===== src/rtl/mips_pkg.sv =====
// Shared constants and helpers for the MIPS fetch stage: reset/trap vectors,
// the NOP encoding, the kernel-bit index and the next-PC source encoding.
package mips_pkg;

   localparam logic [31:0] RESET_VECTOR = 32'h8000_0000;
   localparam logic [31:0] IRQ_VECTOR   = 32'h8000_0004;
   localparam logic [31:0] EXC_VECTOR   = 32'h8000_0008;
   localparam logic [31:0] NOP_INSTR    = 32'h0000_0000;
   localparam int unsigned KBIT         = 31;

   typedef enum logic [2:0] {
      SEL_SEQ   = 3'd0,
      SEL_IRQ   = 3'd1,
      SEL_HOLD  = 3'd2,
      SEL_REDIR = 3'd3,
      SEL_EXC   = 3'd4
   } pc_sel_e;

   // The mode bit rides along unchanged; only the 31-bit address wraps.
   function automatic logic [31:0] pc_plus4(input logic [31:0] pc);
      return {pc[KBIT], pc[30:0] + 31'd4};
   endfunction

endpackage


===== src/rtl/if_stage_if.sv =====
// Fetch-stage bus: ROM port, decode-side control inputs and the IF/ID outputs.
interface if_stage_if;
   logic [30:0] rom_addr;
   logic [31:0] rom_data;
   logic        stall;
   logic        redirect_valid;
   logic [31:0] redirect_pc;
   logic        exc_req;
   logic        irq;
   logic        ifid_valid;
   logic [31:0] ifid_instr;
   logic [31:0] ifid_pc_plus4;
   logic        ifid_trap;

   modport master (
      output rom_addr, ifid_valid, ifid_instr, ifid_pc_plus4, ifid_trap,
      input  rom_data, stall, redirect_valid, redirect_pc, exc_req, irq
   );

   modport slave (
      input  rom_addr, ifid_valid, ifid_instr, ifid_pc_plus4, ifid_trap,
      output rom_data, stall, redirect_valid, redirect_pc, exc_req, irq
   );
endinterface


===== src/rtl/if_stage_pc_next_sel.sv =====
// Next-PC priority mux: exception > redirect > stall > interrupt > sequential,
// with kernel-bit masking on redirects and the matching IF/ID load controls.
module pc_next_sel
   import mips_pkg::*;
#(
   parameter logic [31:0] IRQ_VEC = IRQ_VECTOR,
   parameter logic [31:0] EXC_VEC = EXC_VECTOR
) (
   input  logic [31:0] pc,
   input  logic        exc_req,
   input  logic        redirect_valid,
   input  logic [31:0] redirect_pc,
   input  logic        stall,
   input  logic        irq,
   output logic [31:0] next_pc,
   output logic [31:0] seq_pc,
   output logic        ifid_load,
   output logic        ifid_valid,
   output logic        ifid_use_rom,
   output logic        ifid_trap
);

   pc_sel_e     sel_s;
   logic [31:0] redir_tgt_s;

   // A redirect may drop into user mode but can never raise the kernel bit.
   assign redir_tgt_s = {pc[KBIT] & redirect_pc[KBIT], redirect_pc[30:0] & 31'h7FFF_FFFC};
   assign seq_pc      = pc_plus4(pc);

   // Source selection in priority order.
   always_comb begin
      sel_s = SEL_SEQ;
      if (exc_req) begin
         sel_s = SEL_EXC;
      end else if (redirect_valid) begin
         sel_s = SEL_REDIR;
      end else if (stall) begin
         sel_s = SEL_HOLD;
      end else if (irq && !pc[KBIT]) begin
         sel_s = SEL_IRQ;
      end else begin
         sel_s = SEL_SEQ;
      end
   end

   // Decode the selected source into next PC and IF/ID controls.
   always_comb begin
      next_pc      = pc;
      ifid_load    = 1'b0;
      ifid_valid   = 1'b0;
      ifid_use_rom = 1'b0;
      ifid_trap    = 1'b0;
      case (sel_s)
         SEL_EXC: begin
            next_pc   = EXC_VEC;
            ifid_load = 1'b1;
         end
         SEL_REDIR: begin
            next_pc   = redir_tgt_s;
            ifid_load = 1'b1;
         end
         SEL_HOLD: begin
            next_pc   = pc;
         end
         SEL_IRQ: begin
            next_pc    = IRQ_VEC;
            ifid_load  = 1'b1;
            ifid_valid = 1'b1;
            ifid_trap  = 1'b1;
         end
         SEL_SEQ: begin
            next_pc      = seq_pc;
            ifid_load    = 1'b1;
            ifid_valid   = 1'b1;
            ifid_use_rom = 1'b1;
         end
         default: begin
            next_pc   = pc;
            ifid_load = 1'b0;
         end
      endcase
   end

endmodule


===== src/rtl/if_stage.sv =====
// Instruction-fetch stage: PC register, ROM address drive and IF/ID register.
module if_stage
   import mips_pkg::*;
#(
   parameter logic [31:0] RESET_VECTOR = mips_pkg::RESET_VECTOR,
   parameter logic [31:0] IRQ_VECTOR   = mips_pkg::IRQ_VECTOR,
   parameter logic [31:0] EXC_VECTOR   = mips_pkg::EXC_VECTOR
) (
   input  logic       clk,
   input  logic       reset_n,
   if_stage_if.master bus
);

   logic [31:0] pc_q, pc_d;
   logic        ifid_valid_q, ifid_valid_d;
   logic [31:0] ifid_instr_q, ifid_instr_d;
   logic [31:0] ifid_pc_plus4_q, ifid_pc_plus4_d;
   logic        ifid_trap_q, ifid_trap_d;

   logic [31:0] next_pc_s;
   logic [31:0] seq_pc_s;
   logic        ld_s, valid_s, use_rom_s, trap_s;

   pc_next_sel #(
      .IRQ_VEC (IRQ_VECTOR),
      .EXC_VEC (EXC_VECTOR)
   ) u_sel (
      .pc             (pc_q),
      .exc_req        (bus.exc_req),
      .redirect_valid (bus.redirect_valid),
      .redirect_pc    (bus.redirect_pc),
      .stall          (bus.stall),
      .irq            (bus.irq),
      .next_pc        (next_pc_s),
      .seq_pc         (seq_pc_s),
      .ifid_load      (ld_s),
      .ifid_valid     (valid_s),
      .ifid_use_rom   (use_rom_s),
      .ifid_trap      (trap_s)
   );

   // Next-state for PC and IF/ID; bubbles and trap slots carry a NOP.
   always_comb begin
      pc_d            = next_pc_s;
      ifid_valid_d    = ifid_valid_q;
      ifid_instr_d    = ifid_instr_q;
      ifid_pc_plus4_d = ifid_pc_plus4_q;
      ifid_trap_d     = ifid_trap_q;
      if (ld_s) begin
         ifid_valid_d    = valid_s;
         ifid_instr_d    = use_rom_s ? bus.rom_data : NOP_INSTR;
         ifid_pc_plus4_d = seq_pc_s;
         ifid_trap_d     = trap_s;
      end else begin
         ifid_valid_d    = ifid_valid_q;
      end
   end

   // State registers with asynchronous reset.
   always_ff @(posedge clk or negedge reset_n) begin
      if (!reset_n) begin
         pc_q            <= RESET_VECTOR;
         ifid_valid_q    <= 1'b0;
         ifid_instr_q    <= 32'h0000_0000;
         ifid_pc_plus4_q <= 32'h0000_0000;
         ifid_trap_q     <= 1'b0;
      end else begin
         pc_q            <= pc_d;
         ifid_valid_q    <= ifid_valid_d;
         ifid_instr_q    <= ifid_instr_d;
         ifid_pc_plus4_q <= ifid_pc_plus4_d;
         ifid_trap_q     <= ifid_trap_d;
      end
   end

   assign bus.rom_addr      = pc_q[30:0];
   assign bus.ifid_valid    = ifid_valid_q;
   assign bus.ifid_instr    = ifid_instr_q;
   assign bus.ifid_pc_plus4 = ifid_pc_plus4_q;
   assign bus.ifid_trap     = ifid_trap_q;

endmodule

===== src/flat_wrapper.sv =====
// flat-port wrapper written by rule: the top's interface ports become plain ports
module if_stage_flat import mips_pkg::*;
#(
   parameter logic [31:0] RESET_VECTOR = mips_pkg::RESET_VECTOR,
   parameter logic [31:0] IRQ_VECTOR   = mips_pkg::IRQ_VECTOR,
   parameter logic [31:0] EXC_VECTOR   = mips_pkg::EXC_VECTOR
)
  (clk, reset_n, bus_rom_addr, bus_ifid_valid, bus_ifid_instr, bus_ifid_pc_plus4, bus_ifid_trap, bus_rom_data, bus_stall, bus_redirect_valid, bus_redirect_pc, bus_exc_req, bus_irq);
  if_stage_if bus_i ();
  input  logic clk;
  input  logic reset_n;
  output wire logic [$bits(bus_i.rom_addr)-1:0] bus_rom_addr;
  output wire logic [$bits(bus_i.ifid_valid)-1:0] bus_ifid_valid;
  output wire logic [$bits(bus_i.ifid_instr)-1:0] bus_ifid_instr;
  output wire logic [$bits(bus_i.ifid_pc_plus4)-1:0] bus_ifid_pc_plus4;
  output wire logic [$bits(bus_i.ifid_trap)-1:0] bus_ifid_trap;
  input wire logic [$bits(bus_i.rom_data)-1:0] bus_rom_data;
  input wire logic [$bits(bus_i.stall)-1:0] bus_stall;
  input wire logic [$bits(bus_i.redirect_valid)-1:0] bus_redirect_valid;
  input wire logic [$bits(bus_i.redirect_pc)-1:0] bus_redirect_pc;
  input wire logic [$bits(bus_i.exc_req)-1:0] bus_exc_req;
  input wire logic [$bits(bus_i.irq)-1:0] bus_irq;
  assign bus_rom_addr = bus_i.rom_addr;
  assign bus_ifid_valid = bus_i.ifid_valid;
  assign bus_ifid_instr = bus_i.ifid_instr;
  assign bus_ifid_pc_plus4 = bus_i.ifid_pc_plus4;
  assign bus_ifid_trap = bus_i.ifid_trap;
  assign bus_i.rom_data = bus_rom_data;
  assign bus_i.stall = bus_stall;
  assign bus_i.redirect_valid = bus_redirect_valid;
  assign bus_i.redirect_pc = bus_redirect_pc;
  assign bus_i.exc_req = bus_exc_req;
  assign bus_i.irq = bus_irq;
  if_stage #(.RESET_VECTOR(RESET_VECTOR), .IRQ_VECTOR(IRQ_VECTOR), .EXC_VECTOR(EXC_VECTOR)) u_core (.clk(clk), .reset_n(reset_n), .bus(bus_i));
endmodule

===== config.mk =====
export PLATFORM = sky130hd
export DESIGN_NAME = if_stage_flat
export DESIGN_NICKNAME = d
export VERILOG_FILES = /design/src/rtl/mips_pkg.sv /design/src/rtl/if_stage_if.sv /design/src/rtl/if_stage_pc_next_sel.sv /design/src/rtl/if_stage.sv /design/src/flat_wrapper.sv
export SDC_FILE = /design/constraint.sdc
export NUM_CORES = 1
export LEC_CHECK = 0
export CORE_MARGIN = 4
export CORE_UTILIZATION = 49
export CTS_CLUSTER_SIZE = 10
export DETAILED_ROUTE_END_ITERATION = 6
export PLACE_DENSITY = 0.89
export SLEW_MARGIN = 20
export SYNTH_ARGS = -nofsm -noshare
export SYNTH_HDL_FRONTEND = slang
export SYNTH_SLANG_ARGS = --single-unit

===== constraint.sdc =====
create_clock -name clk -period 3.2 [get_ports clk]
set_input_delay 0.48 -clock clk [delete_from_list [all_inputs] [get_ports clk]]
set_output_delay 0.48 -clock clk [all_outputs]
set_load 0.01 [all_outputs]

Word-level counts from Yosys, hierarchy flattened. Cells that the tools add are included.

Flip-flop bits (word level): 98. Input port bits: 70. Output and inout bits: 97. Logic and storage cells: 30.

$add $sub $neg: 1. Equality and inequality tests: 3. Multiplexer cells: 10. Bitwise operators: 2. Reductions and logical operators: 8.

Operators by type and width (count): $pmux W32 S4 (1); $mux W32 (1); $add A31 B3 Y31 const B (1); $mux W1 (5); $mux W2 (2); $reduce_bool A4 Y1 (1); $reduce_or A4 Y1 (1); $eq A3 B1 Y1 const B (1); $eq A3 B2 Y1 const B (1); $eq A3 B3 Y1 const B (1); $logic_not A3 Y1 (1); $mux W3 (1); $reduce_bool A3 Y1 (1); $reduce_and A2 Y1 (1); $reduce_or A2 Y1 (1); $and A1 B1 Y1 (1); $logic_and A1 B1 Y1 (1); $logic_not A1 Y1 (1); $not A1 Y1 (1).

Depth between registers and ports, before layout.
Depth in word-level cells: 9. Gate-level depth with buffers: 7.

Cells and area by module. From an unflattened synthesis, not the netlist that was laid out.

Cell total of the unflattened synthesis: 493. Area total of the unflattened synthesis: 5168.7 µm².

By module, submodules not included: if_stage (times used 1, cells an instance 273, area each 3739.8 µm², seq. area each 2453.6 µm²); pc_next_sel (times used 1, cells an instance 220, area each 1428.9 µm², seq. area each 0.0 µm²).

Worst setup path before layout. Ideal clock, no wire load.

Path type: input to register. Start point: in bus_stall. End point: reg u_core.pc_q[10]. Library setup time: 0.066 ns. Arrival: 1.745 ns. Data required time: 3.134 ns. Setup slack: 1.389 ns. Stages: 6. Path through: buf_4 -> or4_4 -> buf_6 -> buf_6 -> nor4_2 -> a221o_1.

Word-level cells in the longest chain between the ends: 5.

RTL lines: start: declaration (RTL line flat_wrapper.sv:18) `input wire logic [$bits(bus_i.stall)-1:0] bus_stall;`; $mux W2 (*) (RTL line if_stage_pc_next_sel.sv:37) `end else if (stall) begin`; $mux W2 (*) (RTL line if_stage_pc_next_sel.sv:35) `end else if (redirect_valid) begin`; $mux W3 (*) (RTL line if_stage_pc_next_sel.sv:33) `if (exc_req) begin`; $eq A3 B1 Y1, or another cell as far along (RTL line if_stage_pc_next_sel.sv:53) `case (sel_s)`; $pmux W32 S4 or $reduce_bool A4 Y1 (tied branches); end signal: assignment (RTL line if_stage.sv:68) `pc_q <= pc_d;`; end: declaration (RTL line if_stage.sv:14) `logic [31:0] pc_q, pc_d;`.

Mark *: on every way between the ends. The rest lies on a longest branch, timed or not. A chain may end at the register's enable or synchronous reset.

Final worst setup path.
Start point: in bus_exc_req. End point: reg u_core.pc_q[26].

Word-level cells in the longest chain between the ends: 3.

RTL lines: start: declaration (RTL line flat_wrapper.sv:21) `input wire logic [$bits(bus_i.exc_req)-1:0] bus_exc_req;`; $mux W3 (*) (RTL line if_stage_pc_next_sel.sv:33); $eq A3 B1 Y1, or another cell as far along (RTL line if_stage_pc_next_sel.sv:53); $pmux W32 S4 or $reduce_bool A4 Y1 (tied branches).

Marks and branches as above.

==> run_results.csv <==
group,metric,value,unit
power,p_per_area,435.9,nW/µm²
clock_tree,clk_latency,0.35,ns
placement,postPlaceCellArea,6042,µm²
synth,synth-async-reset-ratio,100.0,%
routing,drc,0,
final_layout,final_layout_size_suffix_gt1_share,7.434,%
timing,rsz0062_at_grt,"no",
routing,antenna_left,0,
timing,setup_slack,0.8751,ns
floorplanning,core-area,9196,µm²
clock_tree,cts_root_buf,"clkbuf_8",
placement,portBuffers,160,
timing,slew_headroom,48.87,%
final_layout,final_util,68.34,%
routing,first_pass_iters,4,
synth,syn-cell-area,4619,µm²
final_layout,mostFrequentLayoutCells,"clkdlybuf4s50_1 (159), dfrtp_1 (93), nand2_1 (52), a22o_1 (32), o21ai_0 (31)",
floorplanning,dieWidth,105.1,µm
routing,vias,3788,
clock_tree,hold_buffers,0,
final_layout,fin_nets,631,
clock_tree,clock_sinks,94,
timing,fin_tns_setup,0,ns
synth,ys_seq_area_share,50.95,%
global_route,grt_usage,22.22,%
placement,hpwl,8.693,mm
power,peakVddDrop,0.0002357,V
final_layout,multi_input_comb_area,1851,µm²
synth,syn_inst,444,
final_layout,final_common_cell,"clkdlybuf4s50_1",
global_route,grt_pass1_vias,4023,
synth,synth-main-ff-cell,"dfrtp_1",
synth,ys_types,47,
setup_path,setup.worst_path.class,"input pin to register",
clock_tree,htree_levels,3,
timing,final.period_utilization,72.65,%
floorplanning,ioPinCount,167,
placement,dpl_worst_slack,0.5000,ns
setup_path,crit_path_start_kind,"input pin",
routing,drt-total-wl,12.08,mm
timing,hold_viol_final,0,
global_route,grt_max_degree,48,
final_layout,fin_cells,676,
floorplanning,start_util,50.23,%
worst_hold_path,hold_path.class,"input pin to asynchronous set/reset pin",
final_layout,seqCellArea,2354,µm²
final_layout,n_fill_cell,692,
global_route,grt-ovfl-total,0,
timing,min_period,2.325,ns
setup_path,worst_ep_required_time,3.44,ns
timing,slew_viol_final,0,
timing,setup_viol,0,
timing,finClkSkew,0.008761,ns
clock_tree,cts_tree,"built",
synth,yosys_register_bits,94,
final_layout,n_antenna_cell,0,
routing,routed_via_density,5.604,
final_layout,stdcell_area,6285,µm²
power,p_leak,2.634,nW
timing,max_clock_freq,430.1,MHz
floorplanning,fp.dieArea,11050,µm²
timing,tightest_slew,0.7669,ns
placement,globalplace.congestion,0.7922,
synth,synth_edf_count,0,
setup_path,end_kind,"register",
routing,first_iter_violations,179,
final_layout,syn_to_final_growth,36.05,%
floorplanning,rows,35,
synth,synth-warning-count,0,
global_route,grt_antenna_before_repair,0,
clock_tree,cts_buffers,9,
run_status,status,"completed",
clock_tree,post_cts_buffers,0,
clock_tree,clkSlewWorstSetupHoldPaths,0.09,ns
placement,dpl.cell_count,660,
routing,routedWlPerCell,17.87,µm
global_route,grt_pass1_wl,19.92,mm
clock_tree,cts_resized,0,
setup_path,crit_fanout,47,
setup_path,worstPathArrival,2.57,ns
floorplanning,die_h,105.1,µm
synth,synth.avg_cell_area,10.40,µm²
clock_tree,cts.path.max_buffers,2,
flow_run,cap_violations,0,
[Yosys cell counts, types with 5 or more instances]
cell	instances	area share (%)
a221o_1	7	1.5
a22o_1	32	6.1
buf_6	5	1.2
o311ai_1	6	1.1
nand4_1	9	1.2
xnor2_1	10	1.9
buf_4	34	5.5
xor2_1	17	3.2
inv_1	6	0.49
o21ai_0	31	3.4
o21ai_1	12	1.3
nand3_1	10	1.1
clkbuf_1	19	1.5
nor2_1	14	1.1
buf_2	5	0.54
nor4_2	6	1.6
dfrtp_1	93	50
a21oi_1	15	1.6
nand2_1	52	4.2
and2_1	5	0.68
a22oi_1	8	1.3
[worst max-delay path: stages]
cell	delay (ns)
clkdlybuf4s50_1	0.59
nor2_1	0.26
and2_2	0.68
buf_12	0.30
o211ai_1	0.13
o311ai_1	0.09
[final cells by class]
type | instances | share of cell area (%)
flip-flops and latches | 94 | 37.45
well taps | 111 | 2.210
clock buffers | 12 | 2.628
repair buffers | 167 | 26.68
clock inverters | 4 | 1.234
inverters | 6 | 0.3584
multi-input cells | 282 | 29.44
[per-layer routing]
metal	track usage [%]	part of all wire, %
met5	0	0
met4	7.029	0.62
met3	6.671	8.0
met2	36.98	49
met1	27.79	43
[state kept, by name, indices dropped and copies added, names as in the netlist]
name / count
u_core.pc_q: 30
u_core.bus.ifid_valid: 1
u_core.bus.ifid_instr: 32
u_core.bus.ifid_trap: 1
u_core.bus.ifid_pc_plus4: 30
[through the flow]
| step | hold WS [ns] | power (mW) |
|---|---|---|
| 2_1_floorplan | 0.1844 | 1.574 |
| 3_3_place_gp | 0.4239 | 1.833 |
| 3_5_place_dp | 0.4238 | 1.849 |
| 4_1_cts | 0.02245 | 2.772 |
| 5_1_grt | 0.04293 | 2.867 |
| 6_report | 0.03231 | 2.740 |
[power breakdown]
part	leakage [nW]	switching [mW]	internal (mW)
Sequential	1.24	0.0809	1.26
Combinational	1.27	0.204	0.273
Clock	0.123	0.410	0.507
[path summary, 6_finish.rpt]
path	from	end	slack, ns	cells after the start
setup / recovery	bus_exc_req	u_core.pc_q[26]	0.88	6
hold / removal	reset_n	u_core.bus.ifid_instr[18]	0.03	1
setup reg to reg	u_core.pc_q[2]	u_core.pc_q[26]	0.93	6
hold reg to reg	u_core.bus.ifid_pc_plus4[3]	u_core.bus.ifid_pc_plus4[3]	0.48	2
max in group asynchronous	reset_n	u_core.pc_q[18]	2.38	2
min in group clk	u_core.bus.ifid_pc_plus4[3]	u_core.bus.ifid_pc_plus4[3]	0.48	2
[kinds of logic after synthesis]
logic type	count (synthesis)	share of synthesized area, %
AOI/OAI and AO/OA	127	18.96
xor gates and xnor gates	27	5.119
other	1	0.08118
buffers and inverters	71	9.507
DFF	94	50.95
and+or+nand+nor	120	14.46
muxes	3	0.6501
adders and majority gates	1	0.2708
(Power assumes the default switching activity.)
